## src/rtl/io_bridge.sv

```systemverilog
// ============================================================================
//  Module   : io_bridge
//  Brief    : Memory-mapped I/O bridge: a store FIFO drained over valid/ready
//             and an input holding register read by the datapath.
//             Optional sticky overflow flag is enabled by IO_BRIDGE_OVF_EN.
//  Revision : 1.0 - initial release
// ============================================================================
`default_nettype none

module io_bridge #(
  parameter int DEPTH = 4,
  parameter int WIDTH = 16
) (
  input  logic             clock,
  input  logic             rst,
  input  logic             cpu_wr_strobe,
  input  logic [WIDTH-1:0] write_out,
  input  logic             cpu_rd_strobe,
  output logic [WIDTH-1:0] read_in,
  output logic             in_avail,
  output logic             ext_out_valid,
  output logic [WIDTH-1:0] ext_out_data,
  input  logic             ext_out_ready,
  input  logic             ext_in_valid,
  input  logic [WIDTH-1:0] ext_in_data,
  output logic             ext_in_ready,
  output logic             out_full,
  input  logic             ovf_clear,
  output logic             overflow
);

  localparam int c_AW = $clog2(DEPTH);
  localparam int c_CW = c_AW + 1;
  localparam logic [c_CW-1:0] c_FULL_COUNT = c_CW'(DEPTH);

  localparam logic [0:0] c_ST_EMPTY = 1'b0;
  localparam logic [0:0] c_ST_HELD  = 1'b1;

  // ---------------------------------------------------------------------------
  // Output FIFO
  // ---------------------------------------------------------------------------
  logic [WIDTH-1:0] mem_q [DEPTH];
  logic [c_AW-1:0]  wr_ptr_q, wr_ptr_d;
  logic [c_AW-1:0]  rd_ptr_q, rd_ptr_d;
  logic [c_CW-1:0]  count_q, count_d;

  logic w_full;
  logic w_pop;
  logic w_push;
  logic w_drop;

  assign w_full = (count_q == c_FULL_COUNT);
  assign w_pop  = (count_q != '0) && ext_out_ready;
  // A pop in the same cycle frees the slot, so a full FIFO can still accept.
  assign w_push = cpu_wr_strobe && (!w_full || w_pop);
  assign w_drop = cpu_wr_strobe && w_full && !w_pop;

  always_comb begin
    wr_ptr_d = wr_ptr_q;
    rd_ptr_d = rd_ptr_q;
    count_d  = count_q;
    if (w_push) begin
      wr_ptr_d = wr_ptr_q + 1'b1;
    end
    if (w_pop) begin
      rd_ptr_d = rd_ptr_q + 1'b1;
    end
    case ({w_push, w_pop})
      2'b10:   count_d = count_q + 1'b1;
      2'b01:   count_d = count_q - 1'b1;
      default: count_d = count_q;
    endcase
  end

  always_ff @(posedge clock) begin
    if (rst) begin
      wr_ptr_q <= '0;
      rd_ptr_q <= '0;
      count_q  <= '0;
    end else begin
      wr_ptr_q <= wr_ptr_d;
      rd_ptr_q <= rd_ptr_d;
      count_q  <= count_d;
    end
  end

  // Storage needs no reset: an entry is only observable after being written.
  always_ff @(posedge clock) begin
    if (w_push) begin
      mem_q[wr_ptr_q] <= write_out;
    end
  end

  assign ext_out_valid = (count_q != '0);
  assign ext_out_data  = mem_q[rd_ptr_q];
  assign out_full      = w_full;

  // ---------------------------------------------------------------------------
  // Input holding register (two-state FSM)
  // ---------------------------------------------------------------------------
  logic [0:0]       state_q, state_d;
  logic [WIDTH-1:0] hold_q, hold_d;

  always_ff @(posedge clock) begin
    if (rst) begin
      state_q <= c_ST_EMPTY;
      hold_q  <= '0;
    end else begin
      state_q <= state_d;
      hold_q  <= hold_d;
    end
  end

  always_comb begin
    state_d = state_q;
    hold_d  = hold_q;
    case (state_q)
      c_ST_EMPTY: begin
        if (ext_in_valid) begin
          state_d = c_ST_HELD;
          hold_d  = ext_in_data;
        end
      end
      c_ST_HELD: begin
        if (cpu_rd_strobe) begin
          state_d = c_ST_EMPTY;
        end
      end
      default: state_d = c_ST_EMPTY;
    endcase
  end

  always_comb begin
    in_avail     = 1'b0;
    ext_in_ready = 1'b0;
    case (state_q)
      c_ST_EMPTY: ext_in_ready = 1'b1;
      c_ST_HELD:  in_avail     = 1'b1;
      default:    ext_in_ready = 1'b0;
    endcase
  end

  assign read_in = hold_q;

  // ---------------------------------------------------------------------------
  // Sticky overflow
  // ---------------------------------------------------------------------------
`ifdef IO_BRIDGE_OVF_EN
  logic overflow_q, overflow_d;

  // Set has priority over clear when both occur in one cycle.
  always_comb begin
    overflow_d = overflow_q;
    if (w_drop) begin
      overflow_d = 1'b1;
    end else if (ovf_clear) begin
      overflow_d = 1'b0;
    end
  end

  always_ff @(posedge clock) begin
    if (rst) begin
      overflow_q <= 1'b0;
    end else begin
      overflow_q <= overflow_d;
    end
  end

  assign overflow = overflow_q;
`else
  logic w_unused_ovf;
  assign w_unused_ovf = ovf_clear ^ w_drop;
  assign overflow     = 1'b0;
`endif

endmodule

`default_nettype wire
```

## config.mk

```make
export PLATFORM = sky130hd
export DESIGN_NAME = io_bridge
export DESIGN_NICKNAME = d
export VERILOG_FILES = /design/src/rtl/io_bridge.sv
export SDC_FILE = /design/constraint.sdc
export NUM_CORES = 1
export LEC_CHECK = 0
export ABC_AREA = 1
export ABC_CLOCK_PERIOD_IN_PS = 3200
export CAP_MARGIN = 30
export CORE_ASPECT_RATIO = 0.75
export CORE_MARGIN = 2
export CORE_UTILIZATION = 30
export DETAILED_ROUTE_END_ITERATION = 6
export HOLD_SLACK_MARGIN = 0.08
export PLACE_DENSITY = 0.5
export SYNTH_ARGS = -nofsm -noshare
export SYNTH_HDL_FRONTEND = slang
export SYNTH_SLANG_ARGS = --single-unit
```

## constraint.sdc

```tcl
create_clock -name clock -period 3.2 [get_ports clock]
set_input_delay 0.64 -clock clock [delete_from_list [all_inputs] [get_ports clock]]
set_output_delay 0.64 -clock clock [all_outputs]
set_load 0.02 [all_outputs]
```

After elaboration in Yosys (flattened, before gate mapping)
Memory sizes are Yosys's and may differ from the RTL's. A register that Yosys moved wholly into a read port is not among the register bits.
Cells that the tools add are included.
{"block": "word_totals", "mem_bits_rw": 64, "inputBits": 39, "ff_bits": 24, "mem_count": 1}
{"block": "classes", "bitwise_logic": 1, "n_eq_ne": 3, "n_mux": 10, "n_reduce_logical": 7, "add_sub_neg": 4}
{"name": "mem_q", "words": 4, "word_bits": 16, "rd": 1, "rd_ports_with_merged_regs": 1, "write_ports": 1, "line": "42", "rtl": "logic [WIDTH-1:0] mem_q [DEPTH];"}
{"op": "1-bit two-way mux", "count": 6}
{"op": "3-bit case mux with 2 select lines", "count": 1}
{"op": "2-bit by 1-bit adder with 2-bit output, second input constant", "count": 2}
{"op": "2-bit two-way mux", "count": 2}
{"op": "3-bit by 1-bit adder with 3-bit output, second input constant", "count": 1}
{"op": "3-bit equality test, second input constant", "count": 1}
{"op": "3-bit nonzero test", "count": 1}
{"op": "3-bit by 1-bit subtractor with 3-bit output, second input constant", "count": 1}
{"op": "2-bit by 1-bit equality test with 1-bit output, second input constant", "count": 1}
{"op": "2-bit equality test, second input constant", "count": 1}
{"op": "1-bit logical AND", "count": 2}
{"op": "1-bit case mux with 2 select lines", "count": 1}
{"op": "2-bit AND reduction", "count": 1}
{"op": "2-bit nonzero test", "count": 1}
{"op": "1-bit zero test", "count": 1}
{"op": "1-bit logical OR", "count": 1}
{"op": "1-bit inverter", "count": 1}

Longest topological paths before layout
{"block": "depth", "depth_word": 6, "ltp_mapped": 13}

Worst setup path after synthesis
OpenSTA, ideal clock, no wires.
{"block": "synth_timing", "kind": "input-to-reg", "from": "input ext_out_ready", "to": "memory mem_q[0][0] (enable)", "slack_ns": 1.228, "required_time_ns": 2.811, "cell_stages": 4, "path_buffers": 0, "arrival_time_ns": 1.584, "path_cell_list": "inv_1 > nand3_2 > nand2_1 > nor2_1"}
{"block": "synth_via", "elab_chain_cells": 5}
{"item": "start: declaration", "line": "23", "rtl": "input logic ext_out_ready,"}
{"item": "1-bit logical AND", "line": "53", "rtl": "assign w_pop = (count_q != '0) && ext_out_ready;"}
{"item": "1-bit logical OR", "line": "55", "rtl": "assign w_push = cpu_wr_strobe && (!w_full || w_pop);"}
{"item": "1-bit logical AND", "line": "55"}
{"item": "1-bit two-way mux", "line": "89", "rtl": "if (w_push) begin"}
{"item": "1-bit two-way mux (implied by the code)", "line": "90", "rtl": "mem_q[wr_ptr_q] <= write_out;"}
{"item": "end: declaration", "line": "42"}
Every way passes these cells.

==> results.py <==
metrics = {
    "clocking": {
        "clockRootBuffer": "clkbuf_16",
        "number_of_sinks_on_the_clock_net": 90,
        "cts_setup_buffers": 0,
        "cts.clk_slew.worst_paths_ns": 0.06,
        "postCtsHoldBufs": 0,
        "clock_latency_ns": 0.33,
        "numCtsBuffers": 9,
        "postCtsResizedCells": 0,
        "cts_tree": "done",
        "clk_path_buf_depth": 2,
        "maximum_level_of_the_cts_h_tree": 3,
    },
    "worst_setup_path": {
        "crit_chain": "inv_2 > nor2_1 > o22ai_1 > clkdlybuf4s50_1",
        "capturing_point_of_the_worst_reg2reg_path": "count_q[2]",
        "rr_worst_depth": 12,
        "worst_path_dominant_cell_family": "buffers and inverters",
        "cp_slowest_cell": "clkdlybuf4s50_1",
        "setup.worst_path.class": "flop to primary output",
        "cpPeakStageDelay_ns": 0.64,
        "startpoint_kind_of_the_worst_setup_timing_path": "flop",
        "timing.rr.start": "count_q[1]",
        "critical_path_fanout_max": 32,
        "cp.required_ns": 2.56,
        "capturing_element_type_of_the_critical_path": "primary output",
        "worstPathBufferInverterCount": 2,
        "r2r_setup_slack_ns": 1.31,
        "worst-endpoint-arrival_ns": 2.13,
    },
    "route": {
        "wl_per_cell_um": 13.14,
        "route.vias.total": 2333,
        "antenna_violating_nets_post_route": 0,
        "post-route-drc-count": 0,
        "drtIter0Drc": 95,
        "detail_route.wirelength_mm": 7.214,
        "via_per_inst": 4.250,
        "first_pass_iters": 4,
    },
    "sta": {
        "worst_slew_margin_rel": 0.5474,
        "finalCritPeriodShare": 0.8670,
        "final-setup-viol-count": 0,
        "achievable-frequency_mhz": 360.4,
        "timing.final.max_slew_violations": 0,
        "timing_hold_violations_final": 0,
        "measured_slew_at_the_worst_slew_check_pin_ns": 0.6779,
        "finalWorstPathRequiredPeriod_ns": 2.775,
        "setup_total_neg_slack_ns": 0,
        "rsz_0062_raised_after_global_routing": "no",
        "finClkSkew_ns": 0.005837,
    },
    "floorplan": {
        "initial_core_util": 0.3062,
        "die_x_um": 129.5,
        "ioPinCount": 76,
        "die_area_mm2": 0.01271,
        "rows": 34,
        "fp.dieH_um": 98.12,
        "placeable_core_area_mm2": 0.01157,
    },
    "layout": {
        "antenna_cells": 0,
        "area_growth_pct": 33.55,
        "layout_cell_share_with_drive_strength_beyond_1": 0.1111,
        "final_core_utilization": 0.4090,
        "num-nets-final": 427,
    },
    "synthesis": {
        "synth_largest_area_cell": "edfxtp_1",
        "synth.ff_latch_count": 90,
        "synth_area_leaders": "edfxtp_1 (54%), dfxtp_1 (15%), nor2_1 (7.9%), o21ai_1 (3.4%), o22ai_1 (2.8%)",
        "syn-instance-count": 303,
        "synth_enable_flop_cells": 64,
        "yosysTopAreaCellShare": 0.5424,
        "synth-adder-area-share": 0.02331,
        "xor_xnor_cell_area_share_of_the_yosys_netlist": 0,
        "postSynthAreaPerCell_um2": 11.69,
        "synth_compound_area_frac": 0.1186,
        "synthMostInstantiatedCell": "nor2_1",
        "synth-warning-count": 0,
        "synth_simple_gate_area_share": 0.1130,
        "mappedNetlistArea_mm2": 0.003543,
        "synthDistinctLibCells": 25,
        "yosys-top-cells-count": "nor2_1 (75), edfxtp_1 (64), dfxtp_1 (26), o21ai_1 (24), inv_1 (17)",
        "synth_top_family_by_area": "compound AO/OA/AOI/OAI gates",
        "ys_async_sr_fraction": 0,
        "synth.net_count": 348,
        "dominantRegCellSynth": "edfxtp_1",
        "synth-seq-area-share": 0.6893,
        "post_synth_mux_area_share": 0,
    },
    "placed_design": {
        "dp_hpwl_mm": 4.757,
        "gp_routability_congestion": 0.7305,
        "numPortBuffers": 73,
    },
    "power": {
        "p_leak_nw": 1.711,
        "worst_ir_drop_vdd_uv": 283.6,
        "pwr_density_cell_mw_per_mm2": 695.8,
    },
    "worst_hold_path": {
        "timing.hold.worst.class": "flop to flop",
        "worst_hold_startpoint": "read_in[8]",
        "endpoint_worst_hold": "read_in[8]",
        "min_delay_path_depth": 2,
    },
    "global_route": {
        "antenna_found_initial": 0,
        "grt_usage": 0.1219,
        "global_route.overflow_total": 0,
        "grt_start_max_net_pins": 33,
        "grt_pass1_vias": 2257,
        "grt_pass1_wl_mm": 11.51,
    },
    "flow_run": {
        "drv.max_cap_violation_count": 0,
    },
    "outcome": {
        "outcome": "complete, no violations",
    },
}
[cell usage in the layout, fill, tap and decap left out, types with 2 or more instances in the layout]
cell type	count
a21oi_1	5
buf_12	2
buf_4	6
clkbuf_16	9
clkdlybuf4s50_1	73
clkinv_4	2
dfxtp_1	26
edfxtp_1	64
ha_1	5
inv_1	17
inv_2	4
nand2_1	13
nand3_1	5
nor2_1	75
nor2_2	2
o21ai_0	16
o21ai_1	24
o21ai_2	10
o22ai_1	16
[metrics by stage]
stage | worst slack [ns] | hold WS, ns | std cells | instance area [um^2] | power, mW
after floorplan | 1.228 | 0.4590 | 303 | 3543 | 1.987
after global placement | 0.6223 | 0.4621 | 533 | 4453 | 2.351
after detailed placement | 0.5960 | 0.4772 | 533 | 4453 | 2.366
after CTS | 0.3994 | 0.4911 | 549 | 4732 | 3.348
after global routing | 0.2296 | 0.5002 | 549 | 4732 | 3.483
final | 0.4255 | 0.4858 | 549 | 4732 | 3.292
[worst register-to-register path: cells and delay by family (launching register included)]
kind / cells / cell delay (ns)
buffers and inverters: 2 / 0.14
and+or+nand+nor: 8 / 0.71
DFF: 1 / 0.35
adders and majority gates: 2 / 0.59
[kinds of logic after synthesis]
| logic type | count (synthesis) |
|---|---|
| buf+inv | 35 |
| flops | 90 |
| fa+ha+maj | 6 |
| compound gates | 72 |
| simple gates | 99 |
| other cells | 1 |
[worst max-delay path by stage]
stage	from	end	slack, ns	depth (start not counted)
after CTS	flop	ext_out_data[7]	0.40	4
final	flop	ext_out_data[15]	0.43	4
after detailed placement	ext_out_ready	count_q[2]	0.60	13
after floorplan	ext_out_ready	mem_q[0][0]	1.23	4
after global routing	flop	ext_out_data[15]	0.23	4
after global placement	ext_out_ready	count_q[2]	0.62	13
[where the power goes]
| group | total, mW | internal (mW) | switching (mW) |
|---|---|---|---|
| Sequential | 1.40 | 1.35 | 0.0531 |
| Clock | 0.965 | 0.532 | 0.433 |
| Combinational | 0.923 | 0.391 | 0.532 |
[registers in the layout, indices dropped and copies added (netlist names), named ones only]
| name | flops |
|---|---|
| count_q | 3 |
| mem_q | 64 |
| state_q | 1 |
| read_in | 16 |
| rd_ptr_q | 2 |
| wr_ptr_q | 2 |
[metal layers]
metal,routed length (um),GRT usage,up-vias,part of all wire
met5,0,0,-,0
met4,107,0.04218,0,0.015
met3,746,0.06685,12,0.10
met2,3106,0.1866,69,0.43
met1,3253,0.1457,1045,0.45
li1,-,-,1207,-
[final cells by class]
type	instances	area, um^2
Clock buffer	9	225.2
Clock inverter	7	53.80
Fill cell	1144	6839
Inverter	22	85.08
Multi-Input combinational cell	178	907.1
Sequential cell	90	2442
Tap cell	162	202.7
Timing Repair Buffer	81	815.8
No activity file was read; power rests on OpenSTA's default activity.
